==> src/rtl/oled_i2c_responder.sv <==
// I2C target modelling the OLED controller end of the display link: acknowledges its address,
// decodes page-addressing commands and streams GDDRAM data bytes out as framebuffer writes.
module oled_i2c_responder #(
  parameter logic [6:0] I2C_ADDR = 7'h3C
) (
  input  logic       CLK,
  input  logic       ASYNC_RST_L,
  input  logic       SCL,
  input  logic       SDA_IN,
  output logic       SDA_OE,
  output logic       FB_WE,
  output logic [9:0] FB_ADDR,
  output logic [7:0] FB_DATA,
  output logic       CMD_VALID,
  output logic [7:0] CMD_BYTE,
  output logic       BUSY
);

  typedef enum logic [2:0] {ST_IDLE, ST_ADDR, ST_CTRL, ST_BYTE, ST_IGNORE} state_t;
  typedef enum logic [1:0] {PH_SHIFT, PH_ACK_WAIT, PH_ACK_DRIVE} phase_t;

  state_t r_state, w_state_nxt;
  phase_t r_phase, w_phase_nxt;

  logic r_scl_meta, r_scl_sync, r_scl_prev;
  logic r_sda_meta, r_sda_sync, r_sda_prev;
  logic [2:0] r_bitcnt, w_bitcnt_nxt;
  logic [6:0] r_shift, w_shift_nxt;
  logic       r_sda_oe, w_sda_oe_nxt;
  logic       r_busy, w_busy_nxt;
  logic       r_dc, w_dc_nxt;
  logic       r_arg_pend, w_arg_pend_nxt;
  logic [2:0] r_page, w_page_nxt;
  logic [6:0] r_col, w_col_nxt;
  logic       r_fb_we, w_fb_we_nxt;
  logic [9:0] r_fb_addr, w_fb_addr_nxt;
  logic [7:0] r_fb_data, w_fb_data_nxt;
  logic       r_cmd_valid, w_cmd_valid_nxt;
  logic [7:0] r_cmd_byte, w_cmd_byte_nxt;

  logic       w_scl_rise, w_scl_fall, w_start, w_stop, w_shift_en, w_byte_done, w_addr_ok;
  logic [7:0] w_byte;

  assign w_scl_rise  = r_scl_sync & ~r_scl_prev;
  assign w_scl_fall  = ~r_scl_sync & r_scl_prev;
  assign w_start     = r_scl_sync & r_scl_prev & r_sda_prev & ~r_sda_sync;
  assign w_stop      = r_scl_sync & r_scl_prev & ~r_sda_prev & r_sda_sync;
  assign w_shift_en  = ((r_state == ST_ADDR) || (r_state == ST_CTRL) || (r_state == ST_BYTE)) &&
                       (r_phase == PH_SHIFT) && w_scl_rise;
  assign w_byte_done = w_shift_en && (r_bitcnt == 3'd7);
  assign w_byte      = {r_shift, r_sda_sync};
  assign w_addr_ok   = (w_byte[7:1] == I2C_ADDR) && (w_byte[0] == 1'b0);

  // Flops reset to the idle-bus level so releasing reset never fakes a START or STOP.
  always_ff @(posedge CLK or negedge ASYNC_RST_L) begin
    if (!ASYNC_RST_L) begin
      r_scl_meta <= 1'b1;
      r_scl_sync <= 1'b1;
      r_scl_prev <= 1'b1;
      r_sda_meta <= 1'b1;
      r_sda_sync <= 1'b1;
      r_sda_prev <= 1'b1;
    end else begin
      r_scl_meta <= SCL;
      r_scl_sync <= r_scl_meta;
      r_scl_prev <= r_scl_sync;
      r_sda_meta <= SDA_IN;
      r_sda_sync <= r_sda_meta;
      r_sda_prev <= r_sda_sync;
    end
  end

  // State register.
  always_ff @(posedge CLK or negedge ASYNC_RST_L) begin
    if (!ASYNC_RST_L) r_state <= ST_IDLE;
    else              r_state <= w_state_nxt;
  end

  // Next-state logic: bus conditions override everything, otherwise advance per completed byte.
  always_comb begin
    w_state_nxt = r_state;
    if (w_start) begin
      w_state_nxt = ST_ADDR;
    end else if (w_stop) begin
      w_state_nxt = ST_IDLE;
    end else if (w_byte_done) begin
      case (r_state)
        ST_ADDR: w_state_nxt = w_addr_ok ? ST_CTRL : ST_IGNORE;
        ST_CTRL: w_state_nxt = ST_BYTE;
        ST_BYTE: w_state_nxt = ST_BYTE;
        default: w_state_nxt = r_state;
      endcase
    end else begin
      w_state_nxt = r_state;
    end
  end

  // Output/datapath next values: shifting, ACK phasing and the per-byte action.
  always_comb begin
    w_phase_nxt     = r_phase;
    w_bitcnt_nxt    = r_bitcnt;
    w_shift_nxt     = r_shift;
    w_sda_oe_nxt    = r_sda_oe;
    w_busy_nxt      = r_busy;
    w_dc_nxt        = r_dc;
    w_arg_pend_nxt  = r_arg_pend;
    w_page_nxt      = r_page;
    w_col_nxt       = r_col;
    w_fb_we_nxt     = 1'b0;
    w_fb_addr_nxt   = r_fb_addr;
    w_fb_data_nxt   = r_fb_data;
    w_cmd_valid_nxt = 1'b0;
    w_cmd_byte_nxt  = r_cmd_byte;
    if (w_start || w_stop) begin
      w_phase_nxt  = PH_SHIFT;
      w_bitcnt_nxt = 3'd0;
      w_sda_oe_nxt = 1'b0;
      w_busy_nxt   = 1'b0;
    end else if (w_shift_en) begin
      w_shift_nxt  = w_byte[6:0];
      w_bitcnt_nxt = r_bitcnt + 3'd1;
      if (r_bitcnt == 3'd7) begin
        case (r_state)
          ST_ADDR: begin
            if (w_addr_ok) begin
              w_phase_nxt = PH_ACK_WAIT;
              w_busy_nxt  = 1'b1;
            end else begin
              w_busy_nxt  = 1'b0;
            end
          end
          ST_CTRL: begin
            w_phase_nxt = PH_ACK_WAIT;
            w_dc_nxt    = w_byte[6];
          end
          ST_BYTE: begin
            w_phase_nxt = PH_ACK_WAIT;
            if (r_dc) begin
              w_fb_we_nxt   = 1'b1;
              w_fb_addr_nxt = {r_page, r_col};
              w_fb_data_nxt = w_byte;
              w_col_nxt     = r_col + 7'd1;
            end else begin
              w_cmd_valid_nxt = 1'b1;
              w_cmd_byte_nxt  = w_byte;
              if (r_arg_pend) begin
                w_arg_pend_nxt = 1'b0;
              end else if (w_byte[7:4] == 4'h0) begin
                w_col_nxt = {r_col[6:4], w_byte[3:0]};
              end else if (w_byte[7:4] == 4'h1) begin
                w_col_nxt = {w_byte[2:0], r_col[3:0]};
              end else if (w_byte[7:3] == 5'b10110) begin
                w_page_nxt = w_byte[2:0];
              end else if ((w_byte == 8'h20) || (w_byte == 8'h8D) || (w_byte == 8'h81)) begin
                w_arg_pend_nxt = 1'b1;
              end else begin
                w_arg_pend_nxt = r_arg_pend;
              end
            end
          end
          default: w_phase_nxt = r_phase;
        endcase
      end else begin
        w_phase_nxt = r_phase;
      end
    end else if ((r_phase == PH_ACK_WAIT) && w_scl_fall) begin
      w_sda_oe_nxt = 1'b1;
      w_phase_nxt  = PH_ACK_DRIVE;
    end else if ((r_phase == PH_ACK_DRIVE) && w_scl_fall) begin
      w_sda_oe_nxt = 1'b0;
      w_phase_nxt  = PH_SHIFT;
    end else begin
      w_phase_nxt = r_phase;
    end
  end

  // Datapath and output registers.
  always_ff @(posedge CLK or negedge ASYNC_RST_L) begin
    if (!ASYNC_RST_L) begin
      r_phase     <= PH_SHIFT;
      r_bitcnt    <= 3'd0;
      r_shift     <= 7'd0;
      r_sda_oe    <= 1'b0;
      r_busy      <= 1'b0;
      r_dc        <= 1'b0;
      r_arg_pend  <= 1'b0;
      r_page      <= 3'd0;
      r_col       <= 7'd0;
      r_fb_we     <= 1'b0;
      r_fb_addr   <= 10'd0;
      r_fb_data   <= 8'd0;
      r_cmd_valid <= 1'b0;
      r_cmd_byte  <= 8'd0;
    end else begin
      r_phase     <= w_phase_nxt;
      r_bitcnt    <= w_bitcnt_nxt;
      r_shift     <= w_shift_nxt;
      r_sda_oe    <= w_sda_oe_nxt;
      r_busy      <= w_busy_nxt;
      r_dc        <= w_dc_nxt;
      r_arg_pend  <= w_arg_pend_nxt;
      r_page      <= w_page_nxt;
      r_col       <= w_col_nxt;
      r_fb_we     <= w_fb_we_nxt;
      r_fb_addr   <= w_fb_addr_nxt;
      r_fb_data   <= w_fb_data_nxt;
      r_cmd_valid <= w_cmd_valid_nxt;
      r_cmd_byte  <= w_cmd_byte_nxt;
    end
  end

  // A START must release the line in the very cycle it is seen.
  assign SDA_OE    = r_sda_oe & ~w_start;
  assign FB_WE     = r_fb_we;
  assign FB_ADDR   = r_fb_addr;
  assign FB_DATA   = r_fb_data;
  assign CMD_VALID = r_cmd_valid;
  assign CMD_BYTE  = r_cmd_byte;
  assign BUSY      = r_busy;

endmodule

==> config.mk <==
export PLATFORM = sky130hd
export DESIGN_NAME = oled_i2c_responder
export DESIGN_NICKNAME = d
export VERILOG_FILES = /design/src/rtl/oled_i2c_responder.sv
export SDC_FILE = /design/constraint.sdc
export NUM_CORES = 1
export LEC_CHECK = 0
export ABC_CLOCK_PERIOD_IN_PS = 1600
export BUFFER_PORTS_ARGS = -buffer_cell sky130_fd_sc_hd__buf_2
export CAP_MARGIN = 10
export CORE_UTILIZATION = 40
export CTS_CLUSTER_SIZE = 16
export DETAILED_ROUTE_END_ITERATION = 12
export PLACE_DENSITY_LB_ADDON = 0.15
export SYNTH_ARGS = -nofsm -noshare
export SYNTH_HDL_FRONTEND = slang
export SYNTH_SLANG_ARGS = --single-unit
==> constraint.sdc <==
create_clock -name CLK -period 1.6 [get_ports CLK]
set_input_delay 0 -clock CLK [delete_from_list [all_inputs] [get_ports CLK]]
set_output_delay 0 -clock CLK [all_outputs]
set_load 0.02 [all_outputs]
==> metrics.md <==
| Metric | Value |
|---|---|
| Total number of vias | `2,154` |
| Worst hold path class | `primary input to asynchronous set/reset pin` |
| GRT Residual Overflow | `0` |
| Worst Setup SP | `r_bitcnt[1]` |
| Avg Cell Area, Syn | `11.9 µm²` |
| CTS tree | `built` |
| Max-Cap Viols | `0` |
| Startpoint types | `register` |
| Io pins | `34` |
| Yosys top cell area share | `0.494` |
| Clock latency on the worst-skew pair | `340 ps` |
| Yosys top cell by area | `dfrtp_1` |
| Async SR Flop Fraction | `1.00` |
| R2r endpoint | `CMD_BYTE[5]` |
| First-pass GRT wire length | `10.8 mm` |
| Post-route ant nets | `0` |
| Critical-path maximum fanout | `10` |
| Crit-path cells | `ha_2 > ha_4 > nor4b_4 > buf_4 > and3_4 > buf_12 > mux2_4` |
| Least-Margin Pin Slew | `497 ps` |
| Most frequent cells in the layout | `dfrtp_1, buf_4, buf_2, mux2_2, mux2_4` |
| Layout cells sized above 1 | `0.520` |
| TritonCTS buffer count | `9` |
| DRC | `0` |
| Register area share after synthesis | `0.549` |
| Initial Utilization | `0.420` |
| Dpl cell area | `3500 µm²` |
| CTS clock-pin slew for the worst setup and hold paths | `60 ps` |
| Power Dens Cells | `1060 nW/µm²` |
| Die ar. | `7560 µm²` |
| Critical path class | `register to register` |
| Post-Synthesis Cells | `242` |
| Die Y | `87.0 µm` |
| Post-DR vias/cell | `5.09` |
| Syn_nets | `249` |
| Pins Over Slew Limit | `0` |
| Netlist Area Pre-Place | `2890 µm²` |
| Most used DFF post-synth | `dfrtp_1` |
| Slew margin rel. | `0.669` |
| R2r worst-path depth | `7` |
| Max Clk Rate | `549 MHz` |
| Layout area overhead | `37.5%` |
| Initial antenna violation count | `0` |
| CTS Buffer Depth | `2` |
| Largest net degree at the start of global routing | `39` |
| Register bit count reported by yosys | `63` |
| DRT Wirelength | `6.51 mm` |
| Critical Path AT | `2040 ps` |
| Final nets | `329` |
| Final worst setup slack | `-222 ps` |
| RSZ-0062 raised after global routing | `yes` |
| Core Footprint | `6870 µm²` |
| Post-synthesis compound-gate area fraction | `0.0923` |
| Initial drt markers | `81` |
| FP Rows | `30` |
| Post-synth EDFFs | `0` |
| Critical Path Max Stage Delay | `360 ps` |
| YS warnings | `0` |
| CP delay by family, top | `simple AND/OR/NAND/NOR gates` |
| Combinational family with the most area after synthesis | `multiplexers` |
| Synth cell types | `49` |
| DP HPWL | `4.16 mm` |
| Drt first pass iters | `4` |
| Vias in the first global route | `2,136` |
| Post-synthesis mux area share | `0.158` |
| RD Place Congestion | `0.763` |
| Failing checks | `negative setup slack` |
| Cell area after layout | `3970 µm²` |
| Worst Setup End Kind | `register` |
| Outcome | `complete, but fails checks` |
| Reg2reg setup slack | `-220 ps` |
| Die span in x | `87.0 µm` |
| Fin crit share | `1.14` |
| Clock Skew | `11.2 ps` |
| Worst VDD drop | `0.717 mV` |
| N_diodes | `0` |
| Top post-synthesis cells by area | `dfrtp_1, mux2_2, dfstp_2` |
| Worst Path Required | `1820 ps` |
| Slowest CP cell | `dfrtp_1` |
| IO buf count | `33` |
| Final Hold Fails | `0` |
| Clock sink count | `63` |
| Htree depth | `3` |
| Most common cell after layout, fill and taps aside | `dfrtp_1` |
| Total Power | `4.21 mW` |
| Reg-to-Reg Start | `r_bitcnt[1]` |
| Simple-gate portion of the synthesized area | `0.147` |
| XOR/XNOR Fraction of Synth Area | `0.00607` |
| Worst path buffer plus inverter count | `2` |
| CTS root buffer | `clkbuf_8` |
| Avg WL per Cell | `15.4 µm` |
| Adder-cell area share of the yosys netlist | `0.0130` |
| Minimum clock period | `1820 ps` |
| # setup viols final | `51` |
| Leakage | `1.96 nW` |
| Gr usage total | `0.191` |
## timing repair
action | 4_1_cts | 5_1_grt
hold buffers | 3 | 0
setup endpoints to repair | 51 | 54
setup buffers | 7 | 2
gates resized for setup | 29 | 16
pin swaps | 10 | 9
endpoints found under the hold margin | 21 | 0
cloned | 1 | 0
## Yosys cell counts (3+ instances only)
library cell and count:
a211oi_1 5, a21oi_1 8, and3_1 6, buf_2 7
clkbuf_1 8, dfrtp_1 57, dfstp_2 6, ha_1 3
inv_1 6, mux2_2 37, mux2i_1 4, nand2_1 11
nand3_1 3, nand4_1 8, nor2_1 14, nor2b_1 4
nor3b_1 3, nor4_1 3, o21a_1 3, o21ai_0 6
o22ai_1 6, or2_2 3
## area by class of cell
type                            instances  area (µm²)
Multi-Input combinational cell        156        1400
Clock inverter                          3        17.5
Fill cell                             601        2900
Inverter                                6        22.5
Clock buffer                           13         159
Timing Repair Buffer                   86         664
Sequential cell                        63        1580
Tap cell                               96         120
## through the flow
step                utilization  hold slack, ps  setup slack (ps)  cells  TNS, ps
finish                    0.578             155              -222    423    -7490
global route              0.578             195              -276    423   -10740
CTS                       0.568             162              -224    422    -7720
detailed placement        0.510           -7.36              -259    395    -7370
global placement          0.510           -5.21              -223    395    -6050
floorplan                     -            -296              -148    242    -2550
## cells by family after synthesis
| logic type | after synthesis |
|---|---|
| flops | 63 |
| buf+inv | 23 |
| simple gates | 70 |
| xor+xnor | 2 |
| compound gates | 40 |
| fa+ha+maj | 3 |
| mux | 41 |
## routing by layer
metal	share of wire	track usage
met1	0.45	0.239
met2	0.49	0.312
met3	0.037	0.0578
met4	0.017	0.0697
met5	0	0
## worst max-delay path by stage
| stage | cells past startpoint | end |
|---|---|---|
| after detailed placement | 7 | CMD_BYTE[7] |
| after floorplan | 4 | r_shift[0] |
| after global routing | 7 | CMD_BYTE[5] |
| final | 7 | CMD_BYTE[5] |
| after global placement | 7 | CMD_BYTE[6] |
| after CTS | 7 | CMD_BYTE[5] |
## power by group
group          switching, mW  total (mW)  internal, mW
registers              0.161        1.89          1.73
clock network          0.587        1.23         0.642
logic                  0.506        1.10         0.589
total                   1.25        4.21          2.96
## flip-flops by register name, indices dropped and copies added (netlist names), 2 cells and up
| name | cells |
|---|---|
| r_col | 7 |
| r_bitcnt | 3 |
| CMD_BYTE | 8 |
| r_shift | 7 |
| FB_DATA | 8 |
| r_state | 3 |
| FB_ADDR | 10 |
| r_page | 3 |
| r_phase | 2 |
Power figures use the tool's default switching activity.
